===== src/rtl/data_input_pkg.sv =====
// data_input_pkg: shared FSM state type, default I/O addresses and status-word layout.
package data_input_pkg;
  typedef enum logic [1:0] {WAIT_LOW, IDLE, ACK} state_e;
  localparam logic [9:0] ADDR_DATA_DEF = 10'd0;
  localparam logic [9:0] ADDR_STATUS_DEF = 10'd1;
  // Status word: count in [clog2(depth):0], then empty, then full.
  function automatic int status_empty_bit(input int depth);
    return $clog2(depth) + 1;
  endfunction
  function automatic int status_full_bit(input int depth);
    return $clog2(depth) + 2;
  endfunction
endpackage


===== src/rtl/io_fifo.sv =====
// io_fifo: power-of-two circular buffer; callers guarantee no push when full or pop when empty.
module io_fifo #(
  parameter int DEPTH = 4,
  parameter int W = 32
) (
  input  logic                       clock,
  input  logic                       reset,
  input  logic                       push_i,
  input  logic                       pop_i,
  input  logic [W-1:0]               wdata_i,
  output logic [W-1:0]               rdata_o,
  output logic [$clog2(DEPTH):0]     count_o,
  output logic                       empty_o,
  output logic                       full_o
);
  localparam int AW = $clog2(DEPTH);
  localparam int CW = AW + 1;
  logic [W-1:0] mem_q [DEPTH];
  logic [AW-1:0] wr_q, rd_q;
  logic [CW-1:0] count_q;
  always_ff @(posedge clock)
    if (push_i) mem_q[wr_q] <= wdata_i;
  always_ff @(posedge clock or negedge reset)
    if (!reset) begin
      wr_q <= '0;
      rd_q <= '0;
      count_q <= '0;
    end else begin
      if (push_i) wr_q <= wr_q + 1'b1;
      if (pop_i) rd_q <= rd_q + 1'b1;
      count_q <= count_q + CW'(push_i) - CW'(pop_i);
    end
  assign rdata_o = mem_q[rd_q];
  assign count_o = count_q;
  assign empty_o = count_q == '0;
  assign full_o = count_q == CW'(DEPTH);
endmodule


===== src/rtl/data_input.sv =====
// data_input: four-phase device capture into io_fifo, drained by processor I/O reads.
// Optional status word at ADDR_STATUS when DATA_INPUT_STATUS_EN is defined.
module data_input
  import data_input_pkg::*;
#(
  parameter int DEPTH = 4,
  parameter logic [9:0] ADDR_DATA = ADDR_DATA_DEF,
  parameter logic [9:0] ADDR_STATUS = ADDR_STATUS_DEF
) (
  input  logic        clock,
  input  logic        reset,
  input  logic [31:0] ext_data,
  input  logic        ext_req,
  output logic        ext_ack,
  input  logic        IO_RAMread,
  input  logic [9:0]  address,
  output logic [31:0] IO_RAMInput,
  output logic        inputWait
);
  localparam int CW = $clog2(DEPTH) + 1;
`ifdef DATA_INPUT_STATUS_EN
  localparam bit STATUS_EN = 1'b1;
`else
  localparam bit STATUS_EN = 1'b0;
`endif
  logic [1:0] sync_q, prime_q;
  logic req_s, push, pop, data_hit, status_hit, empty, full;
  state_e state_q, state_d;
  logic [31:0] head, status_word, rdata_d, rdata_q;
  logic [CW-1:0] count;
  assign req_s = sync_q[1];
  // prime_q masks the reset value of the synchronizer so a held-high request is not mistaken for a low.
  always_ff @(posedge clock or negedge reset)
    if (!reset) begin
      sync_q <= '0;
      prime_q <= '0;
      state_q <= WAIT_LOW;
      rdata_q <= '0;
    end else begin
      sync_q <= {sync_q[0], ext_req};
      prime_q <= {prime_q[0], 1'b1};
      state_q <= state_d;
      rdata_q <= rdata_d;
    end
  always_comb begin
    state_d = state_q;
    push = 1'b0;
    case (state_q)
      WAIT_LOW: if (prime_q[1] && !req_s) state_d = IDLE;
      IDLE: if (req_s && !full) begin
        push = 1'b1;
        state_d = ACK;
      end
      ACK: if (!req_s) state_d = IDLE;
      default: state_d = WAIT_LOW;
    endcase
  end
  assign ext_ack = state_q == ACK;
  assign data_hit = address == ADDR_DATA;
  assign status_hit = STATUS_EN && address == ADDR_STATUS;
  assign inputWait = IO_RAMread && data_hit && empty;
  assign pop = IO_RAMread && data_hit && !empty;
  assign status_word = 32'(count) | (32'(empty) << status_empty_bit(DEPTH))
                     | (32'(full) << status_full_bit(DEPTH));
  always_comb begin
    rdata_d = !IO_RAMread ? rdata_q : data_hit ? (empty ? rdata_q : head) : status_hit ? status_word : '0;
  end
  assign IO_RAMInput = rdata_q;
  io_fifo #(.DEPTH(DEPTH), .W(32)) u_fifo (
    .clock(clock),
    .reset(reset),
    .push_i(push),
    .pop_i(pop),
    .wdata_i(ext_data),
    .rdata_o(head),
    .count_o(count),
    .empty_o(empty),
    .full_o(full)
  );
endmodule


===== config.mk =====
export PLATFORM = sky130hd
export DESIGN_NAME = data_input
export DESIGN_NICKNAME = d
export VERILOG_FILES = /design/src/rtl/data_input_pkg.sv /design/src/rtl/io_fifo.sv /design/src/rtl/data_input.sv
export SDC_FILE = /design/constraint.sdc
export NUM_CORES = 1
export LEC_CHECK = 0
export CAP_MARGIN = 5
export CORE_MARGIN = 2
export CORE_UTILIZATION = 48
export CTS_CLUSTER_SIZE = 40
export DETAILED_ROUTE_END_ITERATION = 12
export MAX_ROUTING_LAYER = met4
export PLACE_DENSITY = 0.71
export SLEW_MARGIN = 25
export SYNTH_ARGS = -nofsm -noshare
export SYNTH_HDL_FRONTEND = slang
export SYNTH_HIERARCHICAL = 1
export SYNTH_SLANG_ARGS = --single-unit

===== constraint.sdc =====
create_clock -name clock -period 6.05 [get_ports clock]
set_clock_uncertainty 0.2 [all_clocks]
set_input_delay 0.9075 -clock clock [delete_from_list [all_inputs] [get_ports clock]]
set_output_delay 0.9075 -clock clock [all_outputs]
set_load 0.01 [all_outputs]

; ---- After elaboration in Yosys (flattened, before gate mapping)
; Memory sizes are Yosys's and may differ from the RTL's.
; Index checks and enable logic that the tools add are counted.
; W data, S select, Z words.
[totals]
register_bits = 45
elab_cells = 42
mem_count = 1
ram_bits = 128
inputBits = 46
[classes]
mux = 10
eq_ne = 7
n_reduce_logical = 13
addsub = 4
[memory_table]
columns = memory, depth, word_bits, read_ports, rd_clocked_by_memory_dff, wr, line
row1 = u_fifo.mem_q, 4, 32, 1, 0, 1, io_fifo.sv:18  ; logic [W-1:0] mem_q [DEPTH];
[op_table]
columns = operator, n
row1 = $mux W32, 2
row2 = $logic_not A10 Y1, 1
row3 = $ne A2 B2 Y1 const B, 4
row4 = $mux W2, 3
row5 = $pmux W2 S3, 1
row6 = $logic_and A1 B1 Y1, 5
row7 = $add A2 B1 Y2 const B, 2
row8 = $mux W1, 4
row9 = $add A3 B1 Y3, 1
row10 = $eq A3 B3 Y1 const B, 1
row11 = $logic_not A1 Y1, 3
row12 = $logic_not A3 Y1, 1
row13 = $reduce_and A3 Y1, 1
row14 = $sub A3 B1 Y3, 1
row15 = $eq A2 B1 Y1 const B, 1
row16 = $eq A2 B2 Y1 const B, 1
row17 = $logic_not A2 Y1, 1
row18 = $reduce_and A2 Y1, 1

; ---- Longest topological paths before layout
[depth]
ltp_word = 7
ltp_mapped = 9
mapped_depth_nobuf = 8

; ---- Hierarchy
; Netlist, hierarchy kept.
[by_module_without_submodules]
columns = module, instances, cells_each, seq_area_each_um2, area_per_inst_um2
row1 = io_fifo, 1, 202, 4018.9, 5054.8
row2 = data_input, 1, 93, 950.9, 1457.6

; ---- Worst setup path after synthesis
; OpenSTA, ideal clock, no wires.
[synth_path]
path_type = input to register
startpoint = input address[9]
endpoint = register u_fifo.count_q[2] (netlist: u_fifo/count_o[2])
stages = 8
path_buffers = 1
arrival_time_ps = 2920
path_slack_ps = 2807
path_cell_list = or4_4 > nor4_4 > buf_6 > ha_1 > inv_1 > ha_1 > fa_1 > xnor2_1
[synth_between]
elab_chain_len = 4
[synth_lines]
columns = item, line
row1 = "start, declared", data_input.sv:16  ; input logic [9:0] address,
row2 = $logic_not A10 Y1, data_input.sv:59  ; assign data_hit = address == ADDR_DATA;
row3 = $logic_and A1 B1 Y1 (2 in a row), data_input.sv:62  ; assign pop = IO_RAMread && data_hit && !empty;
row4 = net pop, data_input.sv:27  ; logic req_s, push, pop, data_hit, status_hit, empty, full;
row5 = $sub A3 B1 Y3, io_fifo.sv:31  ; count_q <= count_q + CW'(push_i) - CW'(pop_i);
row6 = "end signal, assigned", io_fifo.sv:31
row7 = "end, declared", io_fifo.sv:20  ; logic [CW-1:0] count_q;
; The timed path passes the listed nets, and every way through them passes these cells.
; A chain may end at the register's enable or synchronous reset.

; ---- Worst setup path in the final report
[layout_path]
startpoint = input address[9]
endpoint = output inputWait
[layout_between]
elab_chain_len = 3
[layout_lines]
columns = item, line
row1 = $logic_not A10 Y1, data_input.sv:59
row2 = $logic_and A1 B1 Y1 (2 in a row), data_input.sv:61  ; assign inputWait = IO_RAMread && data_hit && empty;
row3 = "end, declared", data_input.sv:18  ; output logic inputWait
; No other way between the ends.

==> results.toml <==
[synth]
synth_top_family_by_area = "multiplexers"
syn_nets = 348
ys_types = 33
yosysWarningCount = 6
syn_area_sq_um = 6510
yosysTopAreaCell = "edfxtp_1"
syn_area_per_cell_sq_um = 22.1
async_flop_share = 0.260
synth-seq-area-share = 0.763
synth_edf_count = 128
netlist.area_leader.share = 0.590
ys.flop_type = "edfxtp_1"
muxShareOfSynthArea = 0.113
synthTopCellsByCount = "edfxtp_1 (128), dfrtp_1 (45), mux4_2 (28)"
synth_seq_cells = 173
synthCells = 295
yosys.area_share.adder = 0.0146
synth_simple_gate_area_share = 0.0200
synth_xor_area_frac = 0.00672
synth_compound_area_frac = 0.0532
synth.top_cells.by_area = "edfxtp_1 (59%), dfrtp_1 (17%), mux4_2 (9.7%)"
yosysMostFrequentCell = "edfxtp_1"

[global_routing]
use_met3 = 0.0580
grt_max_degree = 46
grt-ovfl-total = 0
busiest_layer = "met2"
grtUsageMet1 = 0.214
antenna_found_initial = 0
grt_pass1_vias = 3344
grt_pass1_wl_mm = 18.0
grt_usage = 0.178
grt_use_met2 = 0.283

[timing]
drv_slew = 0
rsz0062_at_grt = "no"
tns_ns = 0
fin_crit_sh = 0.640
worst_slack_ns = 2.18
slew-limit-headroom = 0.360
fin_crit_ns = 3.87
setup_violations = 0
hold_viol = 0
max_freq_mhz = 258
worst_pin_slew_ns = 0.960
holdWs_ns = 0.148

[power]
powerDensity_nw_per_um2 = 333
total_power_mw = 2.66
vdd_drop_max_uv = 267
p_leak_nw = 2.83

[cells_and_area]
multi_input_area_sq_um = 1360
antennaDiodeCount = 0
seq_area_sq_um = 4970
drive_gt1_frac = 0.196
fin_nets = 437
areaGrowthSynthToFinish_pct = 22.8
fill_cells = 1007

[clocking]
clock_latency_ns = 0.42
h-tree-depth = 4
cts_num_sinks = 173
cts-buffers-inserted = 17
cts_root_buffer = "clkbuf_16"
cts.repair.resized = 0
holdBufCountCts = 0
postCtsSetupBuffers = 0
clock_path_buffers = 2
clkTransAtPathRegs_ns = 0.06
cts_tree = "done"

[hold_path]
holdPathStages = 0
hold_class = "flip-flop to flip-flop"
hp-start = "sync_q[0]"
worstHoldEndpoint = "sync_q[1]"

[worst_setup_path]
r2r_start = "u_fifo/count_o[1]"
worst_r2r_path_depth = 9
path_max_fanout = 3
critPathRequiredTime_ns = 4.94
arrival_ns = 2.76
cp-end-kind = "output pin"
r2r_setup_slack_ns = 3.39
rr_endpoint = "u_fifo/count_o[2]"
start_kind = "primary input"
critPathKind = "primary input to output pin"

[placement]
place.gp.congestion = 0.693
dp_slack_ns = 2.15
place_hpwl_mm = 6.27
io_buffers = 79

[routing]
vias_per_cell = 5.44
first_pass_iters = 4
wire_per_inst_um = 19.7
num_vias = 3115
drc = 0
ant_nets = 0
wirelength_mm = 11.3
drt_iter0_drc = 187

[die]
start_util = 0.492
dieHeight_um = 120
design.die.area_sq_um = 14500
die_w_um = 120
fp.coreArea_sq_um = 13200
io_pins = 80
placementRows = 42

[run_status]
outcome = "finished clean"

[run]
cap_violations = 0
## metrics by stage
stage	instances	util	instance area (sq um)
2_1_floorplan	295	-	6510
4_1_cts	573	0.604	8000
6_report	573	0.604	8000
3_5_place_dp	541	0.559	7410
3_3_place_gp	541	0.559	7410
5_1_grt	573	0.604	8000
## cell usage in the layout (no fill, tap or decap), drive strengths merged, types with 3 or more instances in the layout
cell	count
edfxtp	128
clkdlybuf4s50	78
dfrtp	45
mux4	32
a22o	32
clkbuf	25
inv	8
ha	6
buf	6
and2	4
nand2	3
bufinv	3
xor2	3
## cells by family (layout without fill, tap and decap cells)
| logic type | count (synthesis) | count (layout) |
|---|---|---|
| DFF | 173 | 173 |
| AOI/OAI and AO/OA | 37 | 37 |
| muxes | 32 | 32 |
| buffers and inverters | 22 | 124 |
| and+or+nand+nor | 18 | 18 |
| adders and majority gates | 7 | 7 |
| xor gates and xnor gates | 5 | 5 |
| other | 1 | 1 |
## sequential cells by signal, summed over array words and instances, names as in the netlist
register	flops
prime_q	2
state_q	2
u_fifo/wr_q	2
u_fifo/count_o	3
u_fifo/rd_q	2
IO_RAMInput	32
u_fifo/mem_q	128
sync_q	2
## per-layer routing
layer  wire, um  part of all wire
met1       4720              0.42
met2       5850              0.52
met3        514             0.045
met4        225             0.020
met5          0                 0
## how the worst max path moves through the flow
| stage | from | end | cells after the start |
|---|---|---|---|
| 3_5_place_dp | address[9] | u_fifo/count_o[1] | 8 |
| 2_1_floorplan | address[9] | u_fifo/count_o[2] | 8 |
| 3_3_place_gp | address[9] | u_fifo/count_o[2] | 9 |
| 5_1_grt | address[9] | inputWait | 4 |
| 4_1_cts | address[9] | inputWait | 4 |
| 6_report | address[9] | inputWait | 4 |
## critical path: stages
cell and delay [ns]:
clkdlybuf4s50_1 0.41, or4_4 0.58, nor4_1 0.28, clkdlybuf4s50_1 0.58
## cell type report
cell class	count	area share
tap	176	0.0275
clock inverter	7	0.0144
multi-input combinational	100	0.170
inverter	8	0.00376
clock buffer	25	0.0595
timing repair buffer	84	0.103
sequential	173	0.622
## power by group
part	switching (mW)	total (mW)	internal (mW)
Clock	0.402	1.07	0.670
Sequential	0.0300	1.39	1.36
Combinational	0.110	0.200	0.0898
Total	0.542	2.66	2.12
Note: power is estimated with default switching activity, not from simulation.
